**src/rtl/aes_result_fifo.sv**
```systemverilog
// aes_result_fifo
// Collects final-round AES blocks from the round pipeline into a small
// show-ahead FIFO. A pipeline block counts as a result only when its Rcon tag
// matches LAST_RCON; blocks still in intermediate rounds pass by unseen.
// A result that arrives while the FIFO is full and not draining is dropped,
// and the sticky overflow flag records that. blk_cnt counts accepted results
// and saturates.
// DEPTH must be a power of two and at least 2 so the pointers wrap naturally.

module aes_result_fifo #(
  parameter int          DEPTH     = 4,
  parameter int          DATA_W    = 128,
  parameter logic [7:0]  LAST_RCON = 8'h36
) (
  input  logic                       clock,
  input  logic                       reset_n,
  input  logic                       in_valid,
  input  logic [7:0]                 in_rcon,
  input  logic [DATA_W-1:0]          in_data,
  output logic                       out_valid,
  input  logic                       out_ready,
  output logic [DATA_W-1:0]          out_data,
  output logic [$clog2(DEPTH):0]     count,
  output logic                       full,
  output logic                       overflow,
  output logic [15:0]                blk_cnt
);

  localparam int AW = $clog2(DEPTH);
  localparam int CW = AW + 1;

  localparam logic [CW-1:0] C_DEPTH   = CW'(DEPTH);
  localparam logic [15:0]   C_BLK_MAX = 16'hFFFF;

  logic [DATA_W-1:0] r_mem [DEPTH];
  logic [AW-1:0]     r_wr_ptr;
  logic [AW-1:0]     r_rd_ptr;
  logic [CW-1:0]     r_count;
  logic              r_overflow;
  logic [15:0]       r_blk_cnt;

  logic w_cand;
  logic w_pop;
  logic w_full;
  logic w_accept;
  logic w_drop;

  // Classify this cycle: candidate result, pop, and whether the candidate fits.
  // A full FIFO still takes a result when the head leaves in the same cycle.
  always_comb begin
    w_cand   = in_valid && (in_rcon == LAST_RCON);
    w_full   = (r_count == C_DEPTH);
    w_pop    = (r_count != '0) && out_ready;
    w_accept = w_cand && (!w_full || w_pop);
    w_drop   = w_cand && !w_accept;
  end

  // Storage array; not reset since out_data is only meaningful with out_valid.
  // The reset_n gate keeps a clock edge during reset from writing.
  always_ff @(posedge clock) begin
    if (reset_n && w_accept) begin
      r_mem[r_wr_ptr] <= in_data;
    end
  end

  // Pointers and occupancy; pointer wrap comes from the power-of-two depth.
  always_ff @(posedge clock or negedge reset_n) begin
    if (!reset_n) begin
      r_wr_ptr <= '0;
      r_rd_ptr <= '0;
      r_count  <= '0;
    end else begin
      if (w_accept) begin
        r_wr_ptr <= r_wr_ptr + AW'(1);
      end
      if (w_pop) begin
        r_rd_ptr <= r_rd_ptr + AW'(1);
      end
      case ({w_accept, w_pop})
        2'b10:   r_count <= r_count + CW'(1);
        2'b01:   r_count <= r_count - CW'(1);
        default: r_count <= r_count;
      endcase
    end
  end

  // Sticky drop flag; cleared only by reset.
  always_ff @(posedge clock or negedge reset_n) begin
    if (!reset_n) begin
      r_overflow <= 1'b0;
    end else if (w_drop) begin
      r_overflow <= 1'b1;
    end
  end

  // Saturating count of accepted results.
  always_ff @(posedge clock or negedge reset_n) begin
    if (!reset_n) begin
      r_blk_cnt <= '0;
    end else if (w_accept && (r_blk_cnt != C_BLK_MAX)) begin
      r_blk_cnt <= r_blk_cnt + 16'd1;
    end
  end

  // Show-ahead outputs straight from registered state.
  always_comb begin
    out_valid = (r_count != '0);
    out_data  = r_mem[r_rd_ptr];
    count     = r_count;
    full      = w_full;
    overflow  = r_overflow;
    blk_cnt   = r_blk_cnt;
  end

endmodule

```
**config.mk**
```make
export PLATFORM = sky130hd
export DESIGN_NAME = aes_result_fifo
export DESIGN_NICKNAME = d
export VERILOG_FILES = /design/src/rtl/aes_result_fifo.sv
export SDC_FILE = /design/constraint.sdc
export NUM_CORES = 1
export LEC_CHECK = 0
export ABC_AREA = 1
export CORE_MARGIN = 4
export CORE_UTILIZATION = 55
export DETAILED_ROUTE_END_ITERATION = 10
export DONT_BUFFER_PORTS = 1
export PLACE_DENSITY = 0.7
export SLEW_MARGIN = 10
export SYNTH_ARGS = -nofsm -noshare
export SYNTH_HDL_FRONTEND = slang
export SYNTH_SLANG_ARGS = --single-unit
```
**constraint.sdc**
```tcl
create_clock -name clock -period 8.95 [get_ports clock]
set_input_delay 0.895 -clock clock [delete_from_list [all_inputs] [get_ports clock]]
set_output_delay 0.895 -clock clock [all_outputs]
set_load 0.005 [all_outputs]
```
# Word-level counts from Yosys, hierarchy flattened
# Memories as Yosys holds them, arrays and structs flattened.
# Index checks and enable logic that the tools add are counted.
[op_classes] eq_ne=5 n_mux=3 add_sub_neg=5 reduce_logical=11
[ops] op="adder 16 x 1 -> 16 bit (second input constant)" count=1
[ops] op="inequality test 16 bit (second input constant)" count=1
[ops] op="equality test 8 x 6 -> 1 bit (second input constant)" count=1
[ops] op="logical AND 1 bit" count=6
[ops] op="case mux 3 bit (2 select lines)" count=1
[ops] op="adder 2 x 1 -> 2 bit (second input constant)" count=2
[ops] op="adder 3 x 1 -> 3 bit (second input constant)" count=1
[ops] op="equality test 3 bit (second input constant)" count=1
[ops] op="nonzero test 3 bit" count=1
[ops] op="subtractor 3 x 1 -> 3 bit (second input constant)" count=1
[ops] op="equality test 2 x 1 -> 1 bit (second input constant)" count=1
[ops] op="equality test 2 bit (second input constant)" count=1
[ops] op="zero test 1 bit" count=2
[ops] op="2-to-1 mux 1 bit" count=2
[ops] op="nonzero test 2 bit" count=1
[ops] op="logical OR 1 bit" count=1
[word_totals] mem_bits_rw=512 memories=1 out_inout_bits=150 reg_bits=24
[memory_table] name="r_mem" words=4 width=128 read_ports=1 rd_clocked_by_memory_dff=0 write_ports=1 line="35" rtl="logic [DATA_W-1:0] r_mem [DEPTH];"

# Longest topological paths before layout
# Gate-level depths: netlist of the first run.
[depth] ltp_word=7 depth_mapped=12 ltp_nobuf=12

# Worst setup path after synthesis of the first run
# No wires, ideal clock.
[synth_path] kind="input -> register" from="input in_rcon[1]" to="memory r_mem[0][0] (enable)" t_arrival_ns=6.869 stages=8 path_slack_ns=1.464 t_required_ns=8.333 cell_sequence="inv_1 -> nor2_2 -> inv_1 -> nor2_2 -> nand2_2 -> nor2_4 -> nand2_1 -> nor2_1"
[synth_between] elab_chain_cells=6
[synth_lines] item="start, declared" line="18" rtl="input logic [7:0] in_rcon,"
[synth_lines] item="equality test 8 x 6 -> 1 bit" line="51" rtl="w_cand = in_valid && (in_rcon == LAST_RCON);"
[synth_lines] item="logical AND 1 bit" line="51"
[synth_lines] item="logical AND 1 bit" line="54" rtl="w_accept = w_cand && (!w_full || w_pop);"
[synth_lines] item="logical AND 1 bit" line="61" rtl="if (reset_n && w_accept) begin"
[synth_lines] item="2-to-1 mux 1 bit" line="61"
[synth_lines] item="2-to-1 mux 1 bit (implied by the code)" line="62" rtl="r_mem[r_wr_ptr] <= in_data;"
[synth_lines] item="end, declared" line="35"
# No other way between the ends.

# Final worst setup path of the first run
[layout_path] from="register r_rd_ptr[0]" to="output out_data[33]"
[layout_between] elab_chain_cells=1
[layout_lines] item="start, declared" line="37" rtl="logic [AW-1:0] r_rd_ptr;"
[layout_lines] item="start signal, assigned" line="77" rtl="r_rd_ptr <= r_rd_ptr + AW'(1);"
[layout_lines] item="memory (4 x 128 bit)"
[layout_lines] item="end, declared" line="22" rtl="output logic [DATA_W-1:0] out_data,"
# No other way between the ends.

==> impl_metrics.tcl, run 1 <==
set metrics [dict create \
    ys_async_sr_fraction_pct 4.48 \
    htree_levels 2 \
    critPathBufInv 2 \
    mostFrequentLayoutCell "edfxtp_1" \
    die-area_um2 40000 \
    std_cell_rows 70 \
    clock.fmax_mhz 215 \
    wirelength_um 42500 \
    overflow 0 \
    synth-edff-count 512 \
    final_max_slew_viol_count 0 \
    grt_pass1_wl_um 63000 \
    p_per_area_nw_per_um2 287 \
    cp-end-kind "primary output" \
    dp_hpwl_um 23500 \
    start_kind "flip-flop" \
    clock_sinks 536 \
    arrival_ns 3.76 \
    finClkSkew_ns 0.0123 \
    ys.flop_type "edfxtp_1" \
    crit_family "buffers and inverters" \
    drive_gt1_share_pct 7.09 \
    irDropWorstVdd_uv 260 \
    critical_path_cell_count 4 \
    grt_pass1_vias 11100 \
    hold_class "in -> async" \
    drt_iter0_drc 772 \
    cts_buffers 53 \
    worst_path_largest_cell_delay_ns 0.99 \
    coreArea_um2 36500 \
    clock_latency_ns 0.58 \
    fin_setup_tns_ns 0 \
    syn_avg_cell_area_um2 14.1 \
    r2r_cells 8 \
    fin_crit_sh_pct 52.0 \
    hold_violations 0 \
    firstDrtPassIters 7 \
    rsz0062_at_grt "no" \
    die_w_um 200 \
    antenna_found_initial 0 \
    final_cell_mix "edfxtp_1 (512), nor2_1 (275), o21ai_0 (259), o22ai_1 (128), nand2_1 (69)" \
    synth_warnings 0 \
    synthToLayoutAreaGrowth_pct 10.0 \
    track_usage_pct 20.5 \
    fp.dieH_um 200 \
    vias 11300 \
    setup_viol 0 \
    yosysUniqueCellTypes 30 \
    viasPerCell 5.82 \
    grt_max_degree 146 \
    gp_congestion 0.772 \
    ys_ff_latch 536 \
    nNetsFinal 1569 \
    syn_nets 1586 \
    cp_cell_sequence "inv_6 -> buf_4 -> o21ai_0 -> o22ai_1" \
    leakagePower_nw 7.22 \
    root_buffer "clkbuf_16" \
    synthCells 1440 \
    tightest_slew_ns 1.13 \
    clockBufferDepth 3 \
    cts_tree "done" \
    relSlewSlack_pct 24.8 \
    yosysSeqAreaShare_pct 78.8 \
    postPlaceCellArea_um2 20700 \
    start_util_pct 55.5 \
    crit_slowest_cell "buf_4" \
    crit_type "reg -> out" \
    synth_area_um2 20300 \
    ant_nets 0 \
    timing.final.crit_period_ns 4.65 \
    required_ns 8.06 \
    crit_fanout 145 \
    drc 0 \
    n_antenna_cell 0 \
    status "completed" \
    io_buffers 0 \
    ioPinCount 290 \
    cap_violations 0 \
    clk_pin_slew_ns 0.06 \
    fin_area_um2 22300 \
    wl_per_cell_um 22.0 \
]
[per-layer routing]
layer	routed length, um	GRT usage, %
met5	0	0
met4	968	5.71
met3	4430	8.31
met2	20800	33.7
met1	16200	25.3
[layout make-up]
type,instances,area [um^2]
clock buffer,69,1440
clock inverter,29,211
fill,2689,14200
inverter,29,118
multi-input combinational,789,3870
sequential,536,16000
tap,468,586
timing repair buffer,14,118
[registers in the layout (all words and copies together) (netlist names)]
signal    flops
r_rd_ptr      2
overflow      1
count         3
blk_cnt      16
r_mem       512
r_wr_ptr      2
[Yosys cell counts (2+ instances only)]
cell type | n | area, um^2
xnor2_1 | 4 | 35.0
nor2_1 | 279 | 1050
dfrtp_1 | 24 | 601
buf_4 | 2 | 15.0
nand4_1 | 6 | 37.5
nor2_2 | 3 | 18.8
o21ai_2 | 2 | 17.5
nor3_1 | 3 | 15.0
edfxtp_1 | 512 | 15400
o22ai_1 | 128 | 801
nand3_1 | 10 | 50.1
clkbuf_1 | 64 | 240
xor2_1 | 10 | 87.6
o21ai_0 | 259 | 1300
inv_1 | 27 | 101
nand2_1 | 69 | 259
ha_1 | 5 | 62.6
nand3_2 | 2 | 20.0
o21ai_1 | 2 | 10.0
buf_2 | 19 | 95.1
[worst paths after layout]
check                                 start           end  slack [ns]
min in group clock              in_data[17]  r_mem[2][17]        0.40
worst min register to register     overflow      overflow        0.49
worst max-delay path            r_rd_ptr[0]  out_data[33]        4.30
worst max register to register     count[0]  r_mem[3][12]        5.25
max in group asynchronous           reset_n   r_rd_ptr[0]        8.67
worst min-delay path                reset_n   r_wr_ptr[0]        0.12
[cells by family after synthesis]
kind of cell | after synthesis | synth area share [%]
AND/OR/NAND/NOR | 376 | 7.36
flip-flops | 536 | 78.8
buffers and inverters | 115 | 2.33
adder cells (fa/ha/maj) | 6 | 0.407
XOR/XNOR | 14 | 0.604
AO/OA/AOI/OAI | 393 | 10.5
[repair_timing]
action                    in CTS  in global routing
buffers inserted               0                  0
hold endpoints to repair      24                  0
resized for setup              0                  0
hold buffers                   1                  0
[power breakdown]
group          leakage [nW]  internal [mW]  switching, mW
sequential             4.89           2.76          0.111
clock                 0.806           1.21          0.877
combinational          1.53          0.389           1.05
[per-stage QoR]
stage | setup WS, ns | utilization [%] | hold slack (ns) | cells | power [mW]
5_1_grt | 3.96 | 61.1 | 0.101 | 1934 | 6.74
6_report | 4.30 | 61.1 | 0.124 | 1934 | 6.40
2_1_floorplan | 1.46 | - | 0.451 | 1440 | 3.94
3_5_place_dp | 4.59 | 56.5 | 0.484 | 1835 | 4.38
4_1_cts | 4.20 | 61.1 | 0.0937 | 1934 | 6.47
3_3_place_gp | 4.63 | 56.5 | 0.481 | 1835 | 4.35
[worst register-to-register path, delay by kind of cell, from the launching register on]
family	cells	cell delay, ns
buffers and inverters	2	1.60
AND/OR/NAND/NOR	6	1.23
flip-flops	1	0.42
No activity file was read; power rests on OpenSTA's default activity.
==> inputs of run 2 (changes only) <==
--- a/config.mk
+++ b/config.mk
@@ -10,7 +10,7 @@
 export CORE_UTILIZATION = 55
 export DETAILED_ROUTE_END_ITERATION = 10
 export DONT_BUFFER_PORTS = 1
-export PLACE_DENSITY = 0.7
+export PLACE_DENSITY = 0.73
 export SLEW_MARGIN = 10
 export SYNTH_ARGS = -nofsm -noshare
 export SYNTH_HDL_FRONTEND = slang
==> constraint.sdc (replaced) <==
create_clock -name clock -period 4.1 [get_ports clock]
set_input_delay 0.41 -clock clock [delete_from_list [all_inputs] [get_ports clock]]
set_output_delay 0.41 -clock clock [all_outputs]
set_load 0.005 [all_outputs]
==> run 2 against run 1 <==
Against the previous run:
- clock skew is 0.0029 ns higher
- final cell count is 6.5% higher
- final area is 6.2% higher
- non-clock buffer count is 127 higher
- core utilization is 3.8 points higher
- critical path depth stayed put
- power is 120% higher
- worst setup slack worse by 3.1 ns
- critical endpoint is now out_data[76]
- largest cell class unchanged
- highest routed layer unchanged
==> impl_metrics.tcl, run 2 (same netlist as run 1, synthesis figures left out) <==
set metrics [dict create \
    leakagePower_nw 7.77 \
    crit_type "reg -> out" \
    arrival_ns 2.53 \
    die_w_um 200 \
    clk_pin_slew_ns 0.06 \
    wl_per_cell_um 21.2 \
    setup_viol 0 \
    crit_fanout 79 \
    cts_tree "done" \
    coreArea_um2 36500 \
    cp_cell_sequence "clkinv_2 -> buf_12 -> o21ai_0 -> o22ai_1" \
    htree_levels 2 \
    grt_pass1_wl_um 65700 \
    clock.fmax_mhz 340 \
    vias 12100 \
    start_util_pct 55.5 \
    hold_class "in -> reg" \
    hold_violations 0 \
    viasPerCell 5.86 \
    crit_family "buffers and inverters" \
    die-area_um2 40000 \
    cp-end-kind "primary output" \
    relSlewSlack_pct 32.6 \
    tightest_slew_ns 1.01 \
    antenna_found_initial 2 \
    critPathBufInv 2 \
    p_sw_share_pct 31.9 \
    nFillCells 2471 \
    final_max_slew_viol_count 0 \
    r2r_start "count[0]" \
    overflow 0 \
    drt_iter0_drc 930 \
    seqPwrFrac_pct 42.9 \
    std_cell_rows 70 \
    crit_start "r_rd_ptr[1]" \
    critical_path_cell_count 4 \
    dp_hpwl_um 22500 \
    worst_path_largest_cell_delay_ns 0.51 \
    fp.dieH_um 200 \
    grt_max_degree 157 \
    drc 0 \
    nNetsFinal 1695 \
    power.switching_mw 4.52 \
    cell_internal_pwr_mw 9.67 \
    whs_ns 0.0984 \
    rsz0062_at_grt "no" \
    holdPathStages 2 \
    r2r_cells 7 \
    timing.final.crit_period_ns 2.94 \
    synthToLayoutAreaGrowth_pct 16.8 \
    hp-start "out_ready" \
    track_usage_pct 21.1 \
    largest_reg_flops 512 \
    status "completed" \
    final_cell_mix "edfxtp_1 (512), nor2_1 (275), o21ai_0 (259), dlygate4sd3_1 (129), o22ai_1 (128)" \
    finClkSkew_ns 0.0151 \
    grt_pass1_vias 11800 \
    cap_violations 0 \
    cts_buffers 52 \
    crit_slowest_cell "clkinv_2" \
    combPwrFrac_pct 24.9 \
    wirelength_um 43700 \
    mostFrequentLayoutCell "edfxtp_1" \
    drive_gt1_share_pct 6.48 \
    top_register "r_mem" \
    firstDrtPassIters 5 \
    cts_resized 0 \
    fin_crit_sh_pct 71.8 \
    clock_latency_ns 0.59 \
    start_kind "flip-flop" \
    irDropWorstVdd_uv 525 \
    root_buffer "clkbuf_16" \
    gp_congestion 0.812 \
    p_per_area_nw_per_um2 599 \
    finalPower_mw 14.2 \
    clock_sinks 536 \
    io_buffers 0 \
    clockBufferDepth 3 \
    pwr-share-clk_pct 32.2 \
    required_ns 3.69 \
    ant_nets 0 \
    ioPinCount 290 \
]
==> run 2: changes by cell type in the layout (fill, tap and decap cells not counted), sizes merged <==
cell and delta:
inv +1, clkinvlp +1, buf -2, clkbuf -5
diode +3, clkinv -3, dlygate4sd3 +129, bufinv +2
==> run 2: layer usage <==
layer / vias up / track usage (%) / routed length [um]
li1: 5571 / - / -
met3: 87 / 5.96 / 3750
met2: 457 / 35.8 / 22100
met4: 0 / 7.32 / 1250
met1: 5962 / 26.2 / 16600
met5: - / 0 / 0
==> run 2: layout make-up <==
type	instances	area [um^2]	area share, %
clock buffers	64	1350	5.68
well taps	468	586	2.47
diodes	3	7.51	0.0317
repair buffers	141	1490	6.30
multi-input cells	789	3870	16.3
clock inverters	30	297	1.25
inverters	29	118	0.496
flip-flops and latches	536	16000	67.4
==> run 2: path summary, 6_finish.rpt <==
kind | end | slack [ns]
max | out_data[76] | 1.16
min | overflow | 0.1
max reg2reg | r_mem[0][96] | 1.60
min reg2reg | overflow | 0.51
max in group asynchronous | r_rd_ptr[1] | 3.68
min in group asynchronous | blk_cnt[1] | 0.26
==> run 2: what timing repair did <==
action / in CTS / in global routing
endpoints found under the hold margin: 536 / 0
buffers inserted: 0 / 0
setup endpoints to repair: 0 / 0
hold buffers: 130 / 0
==> run 2: power by group through the flow <==
stage               sequential, mW  clock [mW]  combinational [mW]
CTS                           6.08        4.66                3.55
floorplan                     6.18           0                2.41
global placement              6.20           0                3.27
finish                        6.08        4.58                3.53
detailed placement            6.20           0                3.38
global route                  6.08        4.91                3.91
==> run 2: stage by stage <==
stage          setup WS (ns)  cells  cell area [um^2]  util [%]  TNS (ns)
6_report                1.16   2060             23700      64.9         0
5_1_grt                 1.01   2059             23700      64.9         0
4_1_cts                 1.12   2057             23700      64.9         0
3_5_place_dp            1.57   1833             20700      56.8         0
3_3_place_gp            1.61   1833             20700      56.8         0
2_1_floorplan         -0.785   1440             20300         -   -402.12
==> inputs of run 3 (changes only) <==
==> constraint.sdc (replaced) <==
create_clock -name clock -period 2.4 [get_ports clock]
set_input_delay 0.24 -clock clock [delete_from_list [all_inputs] [get_ports clock]]
set_output_delay 0.24 -clock clock [all_outputs]
set_load 0.005 [all_outputs]
==> run 3 against run 2 <==
Against the previous run:
- non-clock buffer count is 23 higher
- combinational power is 78% higher
- critical endpoint is now out_data[101]
- sequential power is 71% higher
- critical path depth is 1 lower
- core utilization is 1.1 points higher
- flip-flop and latch count stayed put
- clock skew is 0.0010 ns higher
==> impl_metrics.tcl, run 3 (same netlist as run 1, synthesis figures left out) <==
set metrics [dict create \
    crit_fanout 99 \
    seqCellArea_um2 16000 \
    cp-end-kind "primary output" \
    leakagePower_nw 7.97 \
    postPlaceCellArea_um2 21000 \
    drc 0 \
    drt_iter0_drc 830 \
    track_usage_pct 21.8 \
    irDropWorstVdd_uv 924 \
    crit_start "r_rd_ptr[0]" \
    status "completed" \
    wl_per_cell_um 21.4 \
    finalPower_mw 24.8 \
    nFillCells 2466 \
    hold_violations 0 \
    synthToLayoutAreaGrowth_pct 18.8 \
    required_ns 2.16 \
    mostFrequentLayoutCell "edfxtp_1" \
    p_per_area_nw_per_um2 1030 \
    final_cell_mix "edfxtp_1 (512), nor2_1 (274), o21ai_0 (259), dlygate4sd3_1 (131), o22ai_1 (128)" \
    rsz0062_at_grt "no" \
    overflow 0 \
    clk_pin_slew_ns 0.06 \
    final_core_util_pct 66.0 \
    relSlewSlack_pct 67.4 \
    fin_crit_sh_pct 95.5 \
    viasPerCell 5.80 \
    nNetsFinal 1718 \
    cap_violations 0 \
    final_max_slew_viol_count 0 \
    drive_gt1_share_pct 8.30 \
    rrSetupSlack_ns 0.45 \
    ant_nets 0 \
    setup_viol 0 \
    grt_pass1_vias 11900 \
    wirelength_um 44600 \
    ioPinCount 290 \
    root_buffer "clkbuf_16" \
    finClkSkew_ns 0.0162 \
    grt_max_degree 102 \
    crit_type "reg -> out" \
    coreArea_um2 36500 \
    die_w_um 200 \
    clockBufferDepth 3 \
    io_buffers 0 \
    r2r_start "count[0]" \
    cts_tree "done" \
    multi_input_area_um2 3880 \
    start_util_pct 55.5 \
    start_kind "flip-flop" \
    cts_buffers 52 \
    die-area_um2 40000 \
    clock_latency_ns 0.59 \
    antenna_found_initial 3 \
    firstDrtPassIters 5 \
    std_cell_rows 70 \
    dp_hpwl_um 24900 \
    hold_class "in -> async" \
    tightest_slew_ns 0.489 \
    fp.dieH_um 200 \
    arrival_ns 2.05 \
    htree_levels 2 \
    r2r_cells 7 \
    clock_sinks 536 \
    largest_reg_flops 512 \
    gp_congestion 0.821 \
    regToRegEndpoint "r_mem[0][34]" \
    timing.final.crit_period_ns 2.29 \
    fin_area_um2 24100 \
    grt_pass1_wl_um 67900 \
    post-cts-setup-buffers 0 \
    clock.fmax_mhz 436 \
    vias 12100 \
    top_register "r_mem" \
]
-- run 3: cell types whose count changed in the layout (fill, tap and decap cells not counted), moves of 2 or more --
cell,before,now
buf_12,9,18
buf_4,3,13
clkinv_1,11,7
clkinv_4,0,2
dlygate4sd3_1,129,131
inv_1,26,24
inv_6,2,6
-- run 3: repair_timing --
action,CTS,global route
hold buffers,132,0
gates resized for setup,2,2
endpoints found under the hold margin,538,0
pin swaps,0,0
setup endpoints to repair,21,21
-- run 3: worst max-delay path by stage --
stage / to / depth (start not counted)
finish: out_data[101] / 3
global route: out_data[71] / 5
CTS: out_data[68] / 4
detailed placement: r_mem[0][38] / 7
global placement: r_mem[0][41] / 7
floorplan: r_mem[0][0] / 6
-- run 3: metrics by stage --
step	hold slack (ns)	setup TNS (ns)	setup WS (ns)	instances
floorplan	-0.0556	-437.68	-0.870	1440
global placement	-0.0550	0	0.466	1854
detailed placement	-0.0551	0	0.437	1854
CTS	0.0154	0	0.0227	2082
global route	0.0764	0	0.000168	2085
finish	0.0793	0	0.108	2085
-- run 3: worst max-delay path, stage by stage (launching register included) --
cell	delay, ns
dfrtp_4	0.50
buf_12	0.34
o21ai_0	0.17
o22ai_1	0.37
-- run 3: routing by layer --
layer	up-vias	part of all wire (%)	track usage (%)
met5	-	0	0
met1	5958	39	28.5
met4	0	2.2	6.69
met2	452	51	36.2
li1	5629	-	-
met3	62	8.5	5.79
-- run 3: final cells by class --
| cell class | count | share of cell area, % |
|---|---|---|
| Clock buffer | 65 | 5.69 |
| Inverter | 29 | 0.540 |
| Tap cell | 468 | 2.43 |
| Antenna cell | 3 | 0.0312 |
| Clock inverter | 31 | 1.36 |
| Timing Repair Buffer | 164 | 7.50 |
| Multi-Input combinational cell | 789 | 16.1 |
| Sequential cell | 536 | 66.3 |
-- run 3: power breakdown --
| part | total (mW) | leakage [nW] | switching, mW | internal [mW] |
|---|---|---|---|---|
| sequential | 10.4 | 4.89 | 0.102 | 10.3 |
| combinational | 6.28 | 2.26 | 4.40 | 1.88 |
| clock | 8.07 | 0.829 | 3.35 | 4.72 |
| total | 24.8 | 7.97 | 7.85 | 16.9 |
